[src/rtl/hero_sprite_pkg.sv]
// hero_sprite_pkg
//   Shared constants for the hero sprite fetch path: sprite geometry, animation
//   frame count and hold length, palette index width and the chroma-key index.
//   Also provides the animation state type and the per-frame ROM base offset.
package hero_sprite_pkg;

  localparam int SPR_W      = 24;
  localparam int SPR_H      = 34;
  localparam int N_FRAMES   = 6;
  localparam int FRAME_HOLD = 6;
  localparam int IDX_W      = 3;
  localparam int TRANSP_IDX = 0;
  localparam int ADDR_W     = $clog2(SPR_W * SPR_H * N_FRAMES);

  localparam logic [2:0] HOLD_LAST  = 3'(FRAME_HOLD - 1);
  localparam logic [2:0] FRAME_LAST = 3'(N_FRAMES - 1);

  typedef enum logic {ANIM_IDLE, ANIM_RUN} anim_state_t;

  // Frames are stored back-to-back, one SPR_W*SPR_H block each.
  function automatic logic [ADDR_W-1:0] frame_base(input logic [2:0] frame);
    return ADDR_W'(frame * (SPR_W * SPR_H));
  endfunction

endpackage

[src/rtl/hero_anim_ctrl.sv]
// hero_anim_ctrl
//   Per-frame state for the hero sprite. On each frame_tick it latches the hero
//   position and facing into shadow registers and advances the running
//   animation, so a whole video frame renders from one consistent snapshot.
// Ports
//   i_clk, i_rst           clock, async active-high reset
//   i_frame_tick           1-cycle pulse at vblank start
//   i_running              hero moving (sampled on tick)
//   i_facing_left          mirror request (sampled on tick)
//   i_hero_x, i_hero_y     sprite top-left (sampled on tick)
//   o_hero_x, o_hero_y     shadowed top-left
//   o_facing_left          shadowed mirror flag
//   o_anim_frame           current animation frame
//
// state     | meaning
// ANIM_IDLE | standing still, frame 0, hold counter cleared
// ANIM_RUN  | cycling frames, one step every FRAME_HOLD ticks
module hero_anim_ctrl
  import hero_sprite_pkg::*;
(
  input  logic       i_clk,
  input  logic       i_rst,
  input  logic       i_frame_tick,
  input  logic       i_running,
  input  logic       i_facing_left,
  input  logic [9:0] i_hero_x,
  input  logic [9:0] i_hero_y,
  output logic [9:0] o_hero_x,
  output logic [9:0] o_hero_y,
  output logic       o_facing_left,
  output logic [2:0] o_anim_frame
);

  anim_state_t r_state;
  logic [2:0]  r_hold;
  logic [2:0]  r_frame;
  logic [9:0]  r_hx;
  logic [9:0]  r_hy;
  logic        r_facing;

  always_ff @(posedge i_clk or posedge i_rst) begin
    if (i_rst) begin
      r_state  <= ANIM_IDLE;
      r_hold   <= '0;
      r_frame  <= '0;
      r_hx     <= '0;
      r_hy     <= '0;
      r_facing <= 1'b0;
    end else if (i_frame_tick) begin
      r_hx     <= i_hero_x;
      r_hy     <= i_hero_y;
      r_facing <= i_facing_left;
      case (r_state)
        ANIM_IDLE: begin
          r_frame <= '0;
          r_hold  <= '0;
          if (i_running) r_state <= ANIM_RUN;
        end
        ANIM_RUN: begin
          if (!i_running) begin
            r_state <= ANIM_IDLE;
            r_frame <= '0;
            r_hold  <= '0;
          end else if (r_hold == HOLD_LAST) begin
            r_hold  <= '0;
            r_frame <= (r_frame == FRAME_LAST) ? 3'd0 : r_frame + 3'd1;
          end else begin
            r_hold <= r_hold + 3'd1;
          end
        end
        default: r_state <= ANIM_IDLE;
      endcase
    end
  end

  assign o_hero_x      = r_hx;
  assign o_hero_y      = r_hy;
  assign o_facing_left = r_facing;
  assign o_anim_frame  = r_frame;

endmodule

[src/rtl/runningl3_hero_sprite_fetch.sv]
// runningl3_hero_sprite_fetch
//   Pixel-source stage for the hero sprite. Hit-tests each pixel against the
//   shadowed bounding box, forms the sprite ROM address (frame, row, mirrored
//   column) and returns a palette index plus opaque flag, 3 cycles after the
//   pixel coordinates are presented.
// Ports
//   Clk, Reset                clock, async active-high reset
//   frame_tick                vblank pulse; latches hero state, steps animation
//   running, facing_left      hero state inputs (sampled on frame_tick)
//   hero_x, hero_y            sprite top-left (sampled on frame_tick)
//   draw_x, draw_y            current pixel
//   rom_addr                  registered sprite ROM address
//   rom_data                  synchronous ROM output, 1 cycle after rom_addr
//   pix_index, pix_on         registered palette index and opaque flag
//   anim_frame                current animation frame
module runningl3_hero_sprite_fetch
  import hero_sprite_pkg::*;
(
  input  logic              Clk,
  input  logic              Reset,
  input  logic              frame_tick,
  input  logic              running,
  input  logic              facing_left,
  input  logic [9:0]        hero_x,
  input  logic [9:0]        hero_y,
  input  logic [9:0]        draw_x,
  input  logic [9:0]        draw_y,
  output logic [ADDR_W-1:0] rom_addr,
  input  logic [IDX_W-1:0]  rom_data,
  output logic [IDX_W-1:0]  pix_index,
  output logic              pix_on,
  output logic [2:0]        anim_frame
);

  logic [9:0] w_hx;
  logic [9:0] w_hy;
  logic       w_facing;
  logic [2:0] w_frame;

  hero_anim_ctrl u_anim (
    .i_clk        (Clk),
    .i_rst        (Reset),
    .i_frame_tick (frame_tick),
    .i_running    (running),
    .i_facing_left(facing_left),
    .i_hero_x     (hero_x),
    .i_hero_y     (hero_y),
    .o_hero_x     (w_hx),
    .o_hero_y     (w_hy),
    .o_facing_left(w_facing),
    .o_anim_frame (w_frame)
  );

  // 11-bit compare so a sprite hanging off the right/bottom edge never wraps
  // around to low coordinates.
  logic [10:0] w_dx11, w_dy11, w_hx11, w_hy11;
  logic        w_hit;
  logic [4:0]  w_col_raw, w_col;
  logic [5:0]  w_row;
  logic [ADDR_W-1:0] w_addr;

  assign w_dx11 = {1'b0, draw_x};
  assign w_dy11 = {1'b0, draw_y};
  assign w_hx11 = {1'b0, w_hx};
  assign w_hy11 = {1'b0, w_hy};

  assign w_hit = (w_dx11 >= w_hx11) && (w_dx11 < w_hx11 + 11'(SPR_W)) &&
                 (w_dy11 >= w_hy11) && (w_dy11 < w_hy11 + 11'(SPR_H));

  // Offsets only matter on a hit, where they fit in the narrow widths.
  assign w_col_raw = 5'(draw_x - w_hx);
  assign w_row     = 6'(draw_y - w_hy);
  assign w_col     = w_facing ? (5'(SPR_W - 1) - w_col_raw) : w_col_raw;

  assign w_addr = frame_base(w_frame) + ADDR_W'(w_row) * ADDR_W'(SPR_W) + ADDR_W'(w_col);

  logic [ADDR_W-1:0] r_rom_addr;
  logic              r_hit_d1;
  logic              r_hit_d2;
  logic [IDX_W-1:0]  r_pix_index;
  logic              r_pix_on;

  always_ff @(posedge Clk or posedge Reset) begin
    if (Reset) begin
      r_rom_addr  <= '0;
      r_hit_d1    <= 1'b0;
      r_hit_d2    <= 1'b0;
      r_pix_index <= '0;
      r_pix_on    <= 1'b0;
    end else begin
      if (w_hit) r_rom_addr <= w_addr;
      r_hit_d1    <= w_hit;
      r_hit_d2    <= r_hit_d1;
      r_pix_index <= r_hit_d2 ? rom_data : '0;
      r_pix_on    <= r_hit_d2 && (rom_data != IDX_W'(TRANSP_IDX));
    end
  end

  assign rom_addr   = r_rom_addr;
  assign pix_index  = r_pix_index;
  assign pix_on     = r_pix_on;
  assign anim_frame = w_frame;

endmodule

[config.mk]
export PLATFORM = sky130hd
export DESIGN_NAME = runningl3_hero_sprite_fetch
export DESIGN_NICKNAME = d
export VERILOG_FILES = /design/src/rtl/hero_sprite_pkg.sv /design/src/rtl/hero_anim_ctrl.sv /design/src/rtl/runningl3_hero_sprite_fetch.sv
export SDC_FILE = /design/constraint.sdc
export NUM_CORES = 1
export LEC_CHECK = 0
export CORE_MARGIN = 3
export CORE_UTILIZATION = 55
export CTS_BUF_LIST = sky130_fd_sc_hd__clkbuf_4
export DETAILED_ROUTE_END_ITERATION = 10
export PLACE_DENSITY = 0.94
export SYNTH_ARGS = -nofsm -noshare
export SYNTH_HDL_FRONTEND = slang
export SYNTH_SLANG_ARGS = --single-unit
[constraint.sdc]
create_clock -name Clk -period 5.1 [get_ports Clk]
set_input_delay 1.53 -clock Clk [delete_from_list [all_inputs] [get_ports Clk]]
set_output_delay 1.53 -clock Clk [all_outputs]
set_load 0.05 [all_outputs]
==> metrics.md, run 1 <==
| Metric | Value |
|---|---|
| Peak Freq | 193.5 MHz |
| Most frequent cells in the layout | 63 x clkdlybuf4s50_1, 51 x buf_4, 50 x ha_1, 47 x dfrtp_1, 37 x inv_1 |
| Ys flop type | dfrtp_1 |
| Final worst setup slack | -0.06676 ns |
| Comb pwr share | 69.5% |
| Hold_sp | r_hit_d1$_DFF_PP0_ |
| Global route hottest layer | met2 |
| Post-Route Skew | 0.01387 ns |
| Post-DP HPWL | 7024 microns |
| Pwr/cell area | 426.4 nW/um^2 |
| DIE WIDTH | 89.19 microns |
| Initial DRC count | 262 |
| Root buf cell | clkbuf_4 |
| Vias per cell | 5.931 |
| Post-Syn Area | 3806 sq um |
| Leading cell type in the layout, fill and taps excluded | clkdlybuf4s50_1 |
| Critical path fanouts, max | 3 |
| TritonCTS clock tree | done |
| Sink Count | 47 |
| Post-synth EDFFs | 0 |
| Leak | 2.510 nW |
| Total GRT Usage | 26.34% |
| Worst-Skew Late Latency | 0.38 ns |
| P&R area growth vs syn | 40.01% |
| Maximum number of pins on one net before global-route repair | 48 |
| Seq/Total Area, Yosys | 30.90% |
| Avg Inst Size Synth | 9.886 sq um |
| Worst-path clk slew | 0.16 ns |
| Post-synth top area cell | dfrtp_1 |
| Clk pwr share | 8.7% |
| Critical setup path kind | in -> reg |
| Syn Inst Count | 385 |
| Max Buffers Root-to-Sink | 2 |
| Initial antenna violation count | 1 |
| Met2 usage | 48.63% |
| Top-area cell type share of the netlist area | 30.90% |
| Core Box Area | 6531 sq um |
| Met1 Usage GRT | 29.78% |
| First-pass GRT wire length | 16290 microns |
| Row count | 29 |
| WP data required | 5.38 ns |
| CP max stage delay | 0.54 ns |
| Hold/Removal Path Class | reg -> reg |
| R2R setup slack | 0.79 ns |
| Final #Nets | 623 |
| Clock H-tree levels | 2 |
| Final Hold Viols | 0 |
| Placed Area | 4797 sq um |
| Sw Share | 43.63% |
| Peak supply drop | 0.3196 mV |
| Yosys warns | 0 |
| Worst r2r path cells | 17 |
| Max-slew violations | 0 |
| Final Wtd Congestion | 0.8523 |
| Layout cells sized above 1 | 26.93% |
| Outcome | finished, violations left |
| Critical path cell sequence | clkdlybuf4s50_1, ha_4, a21o_1, a21oi_2, xor2_1, xnor2_1, fa_1, inv_2, ha_4, fa_2, a21oi_2, nor2b_2, o31a_1, o41ai_2, xor2_1, mux2_4 |
| Die Area | 7955 sq um |
| Routed vias | 3458 |
| Total of max-cap violations | 0 |
| Die H | 89.19 microns |
| CP max-delay cell | fa_1 |
| # port buffers | 67 |
| DRC | 0 |
| Final WL | 10960 microns |
| # IOs | 68 |
| Worst endpoint data arrival time | 5.44 ns |
| Power Total | 2.272 mW |
| DP Cell Count | 558 |
| Internal power | 1.281 mW |
| Failing checks | negative setup slack |
| WL/cell | 18.80 microns |
| Post-synth net total | 504 |
| RR Startpoint | u_anim.o_hero_y[1]$_DFFE_PP0P_ |
| Endpoints failing setup | 1 |
| Setup crit end kind | flip-flop |
| Distinct cells, synth | 45 |
| TritonRoute pass-1 iters | 5 |
| Main area contributors after synthesis | dfrtp_1 31%, ha_1 22%, xnor2_1 6.9%, o21ai_0 4.3%, inv_1 4.1% |
| Ys async rst share | 100.0% |
| Vias in the first global route | 3526 |
| TritonCTS Buffers | 5 |
| Met3 GRT Util | 4.055% |
| CP startpoint | draw_x[2] |
| Tmin final | 5.167 ns |
| GRT overflow | 0 |
| Fin area | 5329 sq um |
| Sequential Power Share | 21.8% |
| Hold depth | 0 |
| Final core occ | 81.59% |
| Initial Util | 58.28% |
| Least-Margin Pin Slew | 0.9676 ns |
| Max-slew headroom | 35.50% |
| Non-Filler Instances | 583 |
| #FFs+latches synth | 47 |
| Final ANT Viol Nets | 0 |
| Crit path launch type | primary input |
| Period utilization | 101.3% |
| Switching power | 991.4 uW |
## flip-flops by register name, indices dropped and copies added (netlist names)
signal                count
u_anim.o_facing_left      1
u_anim.o_hero_x          10
rom_addr                 13
pix_index                 3
r_hit_d2                  1
u_anim.r_state            1
pix_on                    1
u_anim.o_anim_frame       3
u_anim.o_hero_y          10
r_hit_d1                  1
u_anim.r_hold             3
## worst max-delay path: cells and delay by family
| kind | cells | cell delay (ns) |
|---|---|---|
| fa+ha+maj | 4 | 1.33 |
| compound gates | 5 | 1.10 |
| buf+inv | 2 | 0.56 |
| xor+xnor | 3 | 0.55 |
| mux | 1 | 0.30 |
| simple gates | 1 | 0.06 |
## repair_timing
item | 4_1_cts | 5_1_grt
endpoints found under the hold margin | 0 | 0
endpoints found under the setup margin | 3 | 3
buffers inserted | 13 | 3
gates cloned | 0 | 0
resized for setup | 37 | 31
hold buffers | 0 | 0
pin swaps | 23 | 30
## final timing paths
kind | end
max | rom_addr[12]$_DFFE_PP0P_
min | r_hit_d2$_DFF_PP0_
max reg2reg | rom_addr[12]$_DFFE_PP0P_
min reg2reg | r_hit_d2$_DFF_PP0_
max in group asynchronous | u_anim.o_hero_y[8]$_DFFE_PP0P_
min in group asynchronous | rom_addr[2]$_DFFE_PP0P_
## power by group through the flow
stage	clock network, mW	logic [mW]	registers [mW]
2_1_floorplan	0	0.605	0.672
3_3_place_gp	0	1.14	0.495
3_5_place_dp	0	1.20	0.500
4_1_cts	0.201	1.34	0.492
5_1_grt	0.214	1.66	0.506
6_report	0.197	1.58	0.495
## synthesized netlist by cell type, types with 2 or more instances
cell type	number
and3_1	2
mux2_4	9
dfrtp_1	47
fa_1	5
xnor2_1	30
a41oi_1	2
nand4_1	4
o2111ai_1	2
nand3_1	3
and2_1	4
o21ai_1	2
clkbuf_1	5
o21a_1	2
mux2_2	10
nor3_1	8
a21o_1	9
a211oi_1	2
a21oi_2	2
nor2_1	21
ha_1	66
o41ai_1	3
o21ai_0	33
o21bai_1	3
inv_1	42
o211ai_1	2
xor2_1	7
a21oi_1	15
nand2_1	24
nor2b_1	5
## layer usage
metal	routed length [microns]	vias up	share of wire (%)
li1	-	1594	-
met1	4383	1667	40
met2	5633	151	51
met3	534	46	4.9
met4	410	0	3.7
met5	0	-	0
## through the flow
stage / TNS, ns / setup slack, ns / hold WS (ns)
CTS: 0 / 0.009531 / 0.3711
global placement: -1.354 / -0.4946 / 0.3328
global route: -0.1227 / -0.09258 / 0.3844
finish: -0.06676 / -0.06676 / 0.3692
detailed placement: -2.024 / -0.6529 / 0.3371
floorplan: 0 / 0.01937 / 0.3312
## cell families (layout without fill, tap and decap cells)
family          after synthesis  in the layout  share of synthesized area (%)
compound gates               86             86                          14.69
xor+xnor                     37             37                          8.514
fa+ha+maj                    71             71                          24.33
buf+inv                      48            168                          5.161
flops                        47             47                          30.90
mux                          19             19                          6.509
other cells                   0              1                              0
simple gates                 77             77                          9.895
## final cells by class
cell class,instances,area [sq um]
sequential,47,1176
fill,341,1202
clock inverter,3,27.53
multi-input combinational,290,2784
inverter,42,160.2
timing repair buffer,118,1045
tap,77,96.34
clock buffer,5,37.54
antenna,1,2.502
No activity file was read; power rests on OpenSTA's default activity.
==> run 2, diff against run 1 <==
- CAP_MARGIN: default -> 20
==> run 2 against run 1 <==
Effect of this change: the run still ends with negative setup slack left; global-route usage stayed put; sequential share of layout area shrank 0.083 points; sequential cell count unchanged; via count decreased by 0.12%; setup slack better by 0.050 ns; critical endpoint unchanged; highest routed layer unchanged.
==> metrics.md, run 2 (synthesis results as in run 1) <==
| Metric | Value |
|---|---|
| Most frequent CP cell | ha_4 |
| Maximum number of pins on one net before global-route repair | 48 (unchanged) |
| TritonCTS clock tree | done |
| Placed Area | 4797 sq um (unchanged) |
| Initial antenna violation count | 1 (unchanged) |
| Critical path fanouts, max | 3 (unchanged) |
| Vias per cell | 5.914 (-0.29%) |
| TritonRoute pass-1 iters | 4 (-1) |
| Worst r2r path cells | 18 (+1) |
| Total of max-cap violations | 0 (unchanged) |
| Period utilization | 100.3% (-0.99 points) |
| Clock H-tree levels | 2 (unchanged) |
| R2r endpoint | rom_addr[12]$_DFFE_PP0P_ |
| Worst-Skew Late Latency | 0.39 ns (about the same) |
| Peak supply drop | 0.3186 mV (-0.31%) |
| # IOs | 68 (unchanged) |
| DIE WIDTH | 89.19 microns (unchanged) |
| Tmin final | 5.116 ns (-0.05035 ns) |
| Setup_tns | -0.01642 ns (+0.05035 ns) |
| Post-Route Skew | 0.009052 ns (-0.004815 ns) |
| Final WL | 11060 microns (+0.86%) |
| Peak Freq | 195.4 MHz (+0.98%) |
| CP max stage delay | 0.53 ns (about the same) |
| Fin area | 5349 sq um (+0.38%) |
| Critical Path Stages | 17 (+1) |
| Final Hold Viols | 0 (unchanged) |
| Total GRT Usage | 26.34% (unchanged) |
| Leading cell type in the layout, fill and taps excluded | clkdlybuf4s50_1 |
| Worst-path clk slew | 0.16 ns (about the same) |
| Failing checks | negative setup slack |
| RR Startpoint | u_anim.o_hero_x[1]$_DFFE_PP0P_ |
| Die Area | 7955 sq um (unchanged) |
| # fillers | 333 (-2.3%) |
| Final worst setup slack | -0.01642 ns (+0.05035 ns) |
| Max reg flops | 13 (unchanged) |
| Worst setup endpoint | rom_addr[12]$_DFFE_PP0P_ |
| Root buf cell | clkbuf_4 |
| Final Wtd Congestion | 0.8523 (unchanged) |
| Final ANT Viol Nets | 0 (unchanged) |
| Row count | 29 (unchanged) |
| Max-slew headroom | 62.72% (+27 points) |
| Sink Count | 47 (unchanged) |
| CP max-delay cell | fa_1 |
| TritonCTS Buffers | 5 (unchanged) |
| CP startpoint | draw_x[2] |
| Endpoints failing setup | 1 (unchanged) |
| Hold/Removal Path Class | reg -> reg |
| Post-DP HPWL | 7024 microns (unchanged) |
| Initial DRC count | 189 (-28%) |
| WP data required | 5.38 ns (about the same) |
| Initial Util | 58.28% (unchanged) |
| Worst endpoint data arrival time | 5.40 ns (-0.04 ns) |
| Crit path buf inv count | 2 (unchanged) |
| Outcome | finished, violations left |
| Die H | 89.19 microns (unchanged) |
| Least-Margin Pin Slew | 0.5533 ns (-0.4143 ns) |
| Layout cells sized above 1 | 27.08% (+0.14 points) |
| Critical setup path kind | in -> reg |
| # port buffers | 67 (unchanged) |
| Max Buffers Root-to-Sink | 2 (unchanged) |
| Critical path cell sequence | clkdlybuf4s50_1, ha_4, o21ai_2, nor2b_4, xnor2_2, nand2b_1, xnor2_1, fa_1, inv_2, ha_4, fa_2, a21oi_2, nor2b_2, o31a_1, o41ai_2, xor2_1, mux2_4 |
| Hold Buf Count CTS | 0 (unchanged) |
| Final #Nets | 624 (+0.16%) |
| Most frequent cells in the layout | 63 x clkdlybuf4s50_1, 51 x buf_4, 50 x ha_1, 47 x dfrtp_1, 37 x inv_1 |
| Routed vias | 3454 (-0.12%) |
| Core Box Area | 6531 sq um (unchanged) |
| WL/cell | 18.93 microns (+0.68%) |
| DRC | 0 (unchanged) |
| GRT overflow | 0 (unchanged) |
| Crit path launch type | primary input |
| Top delay family on crit path | adder cells |
| Max-slew violations | 0 (unchanged) |
| Pwr/cell area | 429.4 nW/um^2 (+0.68%) |
| Setup crit end kind | flip-flop |
| Vias in the first global route | 3526 (unchanged) |
| R2R setup slack | 0.83 ns (+0.04 ns) |
| Leak | 2.519 nW (+0.37%) |
| First-pass GRT wire length | 16290 microns (unchanged) |
| P&R area growth vs syn | 40.53% |
## run 2: worst reg2reg max path, stage by stage (launching register included)
cell	delay, ns
dfrtp_1	0.40
inv_1	0.15
ha_4	0.23
nor2b_2	0.15
o21ai_2	0.19
nor2b_4	0.19
xnor2_2	0.08
nand2b_1	0.17
xnor2_1	0.16
fa_1	0.54
inv_2	0.05
ha_4	0.17
fa_2	0.41
a21oi_2	0.17
nor2b_2	0.08
o31a_1	0.27
o41ai_2	0.30
xor2_1	0.16
mux2_4	0.30
## run 2: routing by layer
metal / vias up / GRT usage [%] / part of all wire [%]
met2: 146 / 48.63 / 52
met1: 1666 / 29.78 / 39
li1: 1595 / - / -
met4: 0 / 11.50 / 4.7
met3: 47 / 4.055 / 4.4
met5: - / 0 / 0
## run 2: worst min-delay path by stage
stage                       startpoint  depth (start not counted)                 end  slack (ns)
floorplan           r_hit_d1$_DFF_PP0_                          0  r_hit_d2$_DFF_PP0_        0.33
global placement    r_hit_d1$_DFF_PP0_                          0  r_hit_d2$_DFF_PP0_        0.33
detailed placement  r_hit_d1$_DFF_PP0_                          0  r_hit_d2$_DFF_PP0_        0.34
finish              r_hit_d1$_DFF_PP0_                          0  r_hit_d2$_DFF_PP0_        0.37
CTS                 r_hit_d1$_DFF_PP0_                          0  r_hit_d2$_DFF_PP0_        0.37
global route        r_hit_d1$_DFF_PP0_                          0  r_hit_d2$_DFF_PP0_        0.39
## run 2: metrics by stage
step	instances	hold slack (ns)	setup WS, ns	power, mW	util [%]
6_report	584	0.3699	-0.01642	2.297	81.90
5_1_grt	584	0.3852	-0.06622	2.405	81.90
4_1_cts	579	0.3711	0.009531	2.032	78.41
3_5_place_dp	558	0.3371	-0.6529	1.700	73.45
3_3_place_gp	558	0.3328	-0.4946	1.634	73.45
2_1_floorplan	385	0.3312	0.01937	1.277	-
## run 2: report_power, final
group	internal, mW	switching, mW
combinational	0.786	0.816
sequential	0.444	0.0517
clock	0.0591	0.140
## run 2: what timing repair did
action	4_1_cts	5_1_grt
pin swaps	23	30
hold endpoints to repair	0	0
buffers inserted	13	3
setup endpoints to repair	3	3
resized for setup	37	31
## run 2: final cells by class
type                       instances  area, sq um  area share [%]
inverter                          42        160.2           2.994
sequential                        47         1176           21.99
clock inverter                     3        27.53          0.5146
tap                               77        96.34           1.801
antenna                            1        2.502         0.04678
multi-input combinational        290         2784           52.05
clock buffer                       5        37.54          0.7018
timing repair buffer             119         1065           19.91
